[config.mk]
export PLATFORM = sky130hd
export DESIGN_NAME = logiana_trigger
export DESIGN_NICKNAME = d
export VERILOG_FILES = /design/src/rtl/logiana_trigger.sv
export SDC_FILE = /design/constraint.sdc
export NUM_CORES = 1
export LEC_CHECK = 0
export CAP_MARGIN = 15
export CORE_MARGIN = 1.5
export CORE_UTILIZATION = 64
export DETAILED_ROUTE_END_ITERATION = 12
export PLACE_DENSITY_LB_ADDON = 0.05
export SYNTH_ARGS = -nofsm -noshare
export SYNTH_HDL_FRONTEND = slang
export SYNTH_SLANG_ARGS = --single-unit
export TNS_END_PERCENT = 30
[constraint.sdc]
create_clock -name CLK_IN -period 8.7 [get_ports CLK_IN]
set_input_delay 2.61 -clock CLK_IN [delete_from_list [all_inputs] [get_ports CLK_IN]]
set_output_delay 2.61 -clock CLK_IN [all_outputs]
set_load 0.02 [all_outputs]
[src/rtl/logiana_trigger.sv]
// Two-stage mask/value/edge trigger for the logic analyser sample path.
// Stage A counts occurrences; optional stage B must follow within a window.
module logiana_trigger #(
   parameter int WIDTH = 32
) (
   input  logic             CLK_IN,
   input  logic             RST,
   input  logic             SAMPLE_EN,
   input  logic [WIDTH-1:0] PROBE,
   input  logic             ARM,
   input  logic             CFG_WE,
   input  logic [4:0]       CFG_ADDR,
   input  logic [7:0]       CFG_DATA,
   output logic             TRG,
   output logic             TRG_PULSE,
   output logic [WIDTH-1:0] PROBE_D,
   output logic [1:0]       STATE
);

   localparam int PW = (WIDTH > 32) ? WIDTH : 32;

   typedef enum logic [1:0] {
      IDLE   = 2'd0,
      WAIT_A = 2'd1,
      WAIT_B = 2'd2,
      FIRED  = 2'd3
   } state_t;

   state_t state;

   logic [PW-1:0] mask_a, value_a, edge_a;
   logic [PW-1:0] mask_b, value_b, edge_b;
   logic [7:0]    cnt_a;
   logic [7:0]    window;
   logic          b_en;

   logic [WIDTH-1:0] prev;
   logic             prev_valid;
   logic [7:0]       hit_cnt;
   logic [7:0]       win_cnt;

   logic [4:0] byte_sel;
   assign byte_sel = {CFG_ADDR[1:0], 3'b000};

   // Byte-wide configuration writes, accepted only while idle
   always_ff @(posedge CLK_IN) begin
      if (RST) begin
         mask_a  <= '0;
         value_a <= '0;
         edge_a  <= '0;
         mask_b  <= '0;
         value_b <= '0;
         edge_b  <= '0;
         cnt_a   <= '0;
         window  <= '0;
         b_en    <= 1'b0;
      end else if (CFG_WE && state == IDLE) begin
         case (CFG_ADDR[4:2])
            3'd0: mask_a[byte_sel +: 8]  <= CFG_DATA;
            3'd1: value_a[byte_sel +: 8] <= CFG_DATA;
            3'd2: edge_a[byte_sel +: 8]  <= CFG_DATA;
            3'd3: mask_b[byte_sel +: 8]  <= CFG_DATA;
            3'd4: value_b[byte_sel +: 8] <= CFG_DATA;
            3'd5: edge_b[byte_sel +: 8]  <= CFG_DATA;
            3'd6: begin
               case (CFG_ADDR[1:0])
                  2'd0:    cnt_a  <= CFG_DATA;
                  2'd1:    window <= CFG_DATA;
                  2'd2:    b_en   <= CFG_DATA[0];
                  default: ;
               endcase
            end
            default: ;
         endcase
      end
   end

   logic [WIDTH-1:0] eq_a, eq_b, bits_a, bits_b;
   logic [WIDTH-1:0] pv;
   logic             match_a, match_b;

   assign pv   = {WIDTH{prev_valid}};
   assign eq_a = ~(PROBE ^ value_a[WIDTH-1:0]);
   assign eq_b = ~(PROBE ^ value_b[WIDTH-1:0]);

   // Edge bits also need the previous sample at the opposite level
   assign bits_a = ~mask_a[WIDTH-1:0]
                 | (eq_a & (~edge_a[WIDTH-1:0]
                 | (pv & (prev ^ value_a[WIDTH-1:0]))));
   assign bits_b = ~mask_b[WIDTH-1:0]
                 | (eq_b & (~edge_b[WIDTH-1:0]
                 | (pv & (prev ^ value_b[WIDTH-1:0]))));

   assign match_a = &bits_a;
   assign match_b = &bits_b;

   logic [8:0] hit_nxt, hit_need;
   logic [7:0] win_nxt;

   assign hit_nxt  = {1'b0, hit_cnt} + 9'd1;
   assign hit_need = (cnt_a == 8'd0) ? 9'd1 : {1'b0, cnt_a};
   assign win_nxt  = win_cnt + 8'd1;

   always_ff @(posedge CLK_IN) begin
      if (RST) begin
         state      <= IDLE;
         hit_cnt    <= '0;
         win_cnt    <= '0;
         prev       <= '0;
         prev_valid <= 1'b0;
         PROBE_D    <= '0;
         TRG        <= 1'b0;
         TRG_PULSE  <= 1'b0;
      end else begin
         TRG_PULSE <= 1'b0;
         if (SAMPLE_EN) begin
            PROBE_D    <= PROBE;
            prev       <= PROBE;
            prev_valid <= 1'b1;
         end
         if (ARM) begin
            state      <= WAIT_A;
            hit_cnt    <= '0;
            win_cnt    <= '0;
            prev_valid <= 1'b0;
            TRG        <= 1'b0;
         end else begin
            unique case (state)
               IDLE: ;
               WAIT_A: begin
                  if (SAMPLE_EN && match_a) begin
                     if (hit_nxt >= hit_need) begin
                        hit_cnt <= '0;
                        win_cnt <= '0;
                        if (b_en) begin
                           state <= WAIT_B;
                        end else begin
                           state     <= FIRED;
                           TRG       <= 1'b1;
                           TRG_PULSE <= 1'b1;
                        end
                     end else begin
                        hit_cnt <= hit_nxt[7:0];
                     end
                  end
               end
               WAIT_B: begin
                  if (SAMPLE_EN) begin
                     if (match_b) begin
                        state     <= FIRED;
                        TRG       <= 1'b1;
                        TRG_PULSE <= 1'b1;
                     end else if (window != 8'd0 && win_nxt == window) begin
                        state   <= WAIT_A;
                        hit_cnt <= '0;
                        win_cnt <= '0;
                     end else begin
                        win_cnt <= win_nxt;
                     end
                  end
               end
               FIRED: ;
            endcase
         end
      end
   end

   assign STATE = state;

endmodule

==> flow_metrics.py <==
metrics = {
    "status": {
        "outcome": "finished clean",
    },
    "route": {
        "routed_wl_um": 35200,
        "viasPerCell": 6.11,
        "wl_per_cell_um": 18.1,
        "via_count": 11900,
        "first_pass_iters": 8,
        "drtIter0Drc": 1092,
        "post-route-drc-count": 0,
        "ant_nets": 0,
    },
    "place": {
        "dp_hpwl_um": 23100,
        "gp_congestion": 0.970,
        "placed_area_um2": 13600,
        "portBuffers": 85,
    },
    "critical_path": {
        "r2r_slack_ps": 5460,
        "r2r_cells": 13,
        "crit_start": "PROBE[15]",
        "critPathKind": "in -> reg",
        "crit_path_end_kind": "flip-flop",
        "cp_max_fo": 15,
        "r2r-start": "hit_cnt[0]",
        "required_ps": 9130,
        "cp-start-kind": "input port",
        "cp.arrival_ps": 5800,
    },
    "global_routing": {
        "grt_pass1_wl_um": 54600,
        "gr-usage-all-layers_pct": 33.2,
        "overflow": 0,
        "antenna_found_initial": 0,
        "grt_pass1_vias": 10600,
        "grt_max_degree": 102,
    },
    "yosys": {
        "ys_types": 67,
        "ys_seq_area_share_pct": 41.0,
        "syn_area_um2": 12800,
        "ys_ff_latch": 262,
        "yosysWarnings": 0,
        "syn-num-nets": 1708,
        "avgSynthCellArea_um2": 7.80,
        "ys_async_sr_fraction_pct": 0,
        "synth_edf_count": 0,
        "ys.flop_type": "dfxtp_1",
        "syn_inst": 1641,
    },
    "pwr": {
        "finalPower_uw": 2600,
        "ir_drop_mv": 0.156,
        "netSwitchingPower_uw": 631,
        "p_seq_share_pct": 47.2,
        "p_int_uw": 1970,
        "leakagePower_uw": 0.00529,
        "p_clk_share_pct": 44.8,
        "p_comb_share_pct": 8.1,
        "p_per_area_nw_per_um2": 180,
        "switching_share_pct": 24.3,
    },
    "worst_hold_path": {
        "whs_path_depth": 2,
        "hp-class": "reg -> reg",
        "min_from": "TRG",
    },
    "floorplan": {
        "fp.dieH_um": 144,
        "dieWidth_um": 144,
        "core_area_um2": 19500,
        "io_pins": 86,
        "die_area_um2": 20900,
        "std_cell_rows": 51,
        "start_util_pct": 65.5,
    },
    "sta": {
        "worstMarginPinSlew_ps": 1210,
        "finalSetupTns_ps": 0,
        "finalCritPeriodShare_pct": 61.6,
        "slew_viol_final": 0,
        "hold_violations": 0,
        "finalSetupViolCount": 0,
        "period_needed_ps": 5360,
        "rsz0062_at_grt": "false",
        "skew_ps": 8.03,
        "slew_headroom_pct": 19.3,
        "fmax_ghz": 0.186,
        "hold_slack_ps": 451,
    },
    "cells_and_area": {
        "n_antenna_cell": 0,
        "final_common_cell": "nor2_1",
        "design_area_um2": 14500,
        "layout_common_cells": "392 x nor2_1, 262 x dfxtp_1, 239 x a21oi_1",
        "n_fill_cell": 1548,
        "nets": 1726,
        "area_growth_pct": 13.1,
        "drive_gt1_share_pct": 4.52,
        "utilization_pct": 74.1,
    },
    "cts": {
        "cts_sinks": 262,
        "clock_path_buffers": 3,
        "root_buffer": "clkbuf_16",
        "ctsHoldBuffers": 0,
        "cts_tree": "built",
        "cts.repair.resized": 0,
        "cts_setup_buffers": 0,
        "cts-htree-levels": 1,
        "cts_inserted_buffers": 28,
        "path_clk_slew_ps": 60,
        "insertion_delay_ps": 540,
    },
    "job": {
        "maxCapViolCount": 0,
    },
}
## sequential cells by signal, summed over array words and instances, names as in the netlist
| signal | count |
|---|---|
| STATE | 2 |
| TRG | 1 |
| TRG_PULSE | 1 |
| b_en | 1 |
| cnt_a | 8 |
| edge_a | 32 |
| edge_b | 32 |
| hit_cnt | 8 |
| mask_a | 32 |
| mask_b | 32 |
| prev | 32 |
| prev_valid | 1 |
| value_a | 32 |
| value_b | 32 |
| win_cnt | 8 |
| window | 8 |
## layer usage
metal	global-route usage (%)	vias to the layer above	part of all wire, %	routed length, µm
li1	-	5673	-	-
met1	44.7	5616	42	14800
met2	53.9	504	45	16000
met3	5.00	98	8.7	3050
met4	12.7	0	3.7	1320
met5	0	-	0	0
## synthesized netlist by cell type, types with 8 or more instances
cell type / count / area (µm²)
nor2_1: 392 / 1470
dfxtp_1: 262 / 5250
a21oi_1: 239 / 1200
nand2_1: 94 / 353
o21ai_0: 74 / 370
clkbuf_1: 70 / 263
xor2_1: 68 / 596
nand3b_1: 54 / 405
a22oi_1: 36 / 270
or3b_1: 35 / 307
mux2i_1: 32 / 320
nand2b_1: 32 / 200
o22ai_1: 30 / 188
nand3_1: 25 / 125
ha_1: 17 / 213
buf_2: 16 / 80.1
inv_1: 16 / 60.1
and3_1: 11 / 68.8
nor4_1: 11 / 68.8
o21ai_1: 10 / 50.1
buf_1: 9 / 33.8
buf_6: 9 / 101
nor3_1: 9 / 45.0
nor2b_1: 8 / 50.1
## power groups by stage
stage	sequential, µW	clock [µW]	combinational (µW)
after global placement	1250	0	202
after global routing	1230	1220	223
after CTS	1230	1170	207
after detailed placement	1250	0	205
final	1230	1170	210
after floorplan	1260	0	120
## stage by stage
step / worst slack, ps / std cells
after floorplan: 3960 / 1641
after global placement: 3010 / 1894
after detailed placement: 2970 / 1894
after CTS: 3480 / 1946
after global routing: 3220 / 1946
final: 3340 / 1946
## area by class of cell
type | count | area (µm²) | area share (%)
inverter | 17 | 63.8 | 0.441
multi-input combinational | 1257 | 7000 | 48.4
clock inverter | 7 | 50.0 | 0.346
clock buffer | 45 | 865 | 5.98
tap | 265 | 332 | 2.29
sequential | 262 | 5250 | 36.3
timing repair buffer | 93 | 907 | 6.27
## cells by family after synthesis
group	count (synthesis)	synth area share, %
mux	34	2.68
flops	262	41.0
fa+ha+maj	17	1.66
simple gates	703	26.2
xor+xnor	74	5.07
buf+inv	122	4.27
compound gates	429	19.1
## critical path: stages
cell and delay (ps):
clkdlybuf4s50_1 560, or3b_1 410, a21oi_1 370, o22ai_1 220
nor4_1 240, nand4_1 290, o21ai_2 250, o211ai_4 190
o21a_4 300, a221o_1 340
## final timing paths
path                endpoint
hold reg to reg          TRG
hold / removal           TRG
setup reg to reg  win_cnt[2]
setup / recovery  win_cnt[2]
No activity file was read; power rests on OpenSTA's default activity.
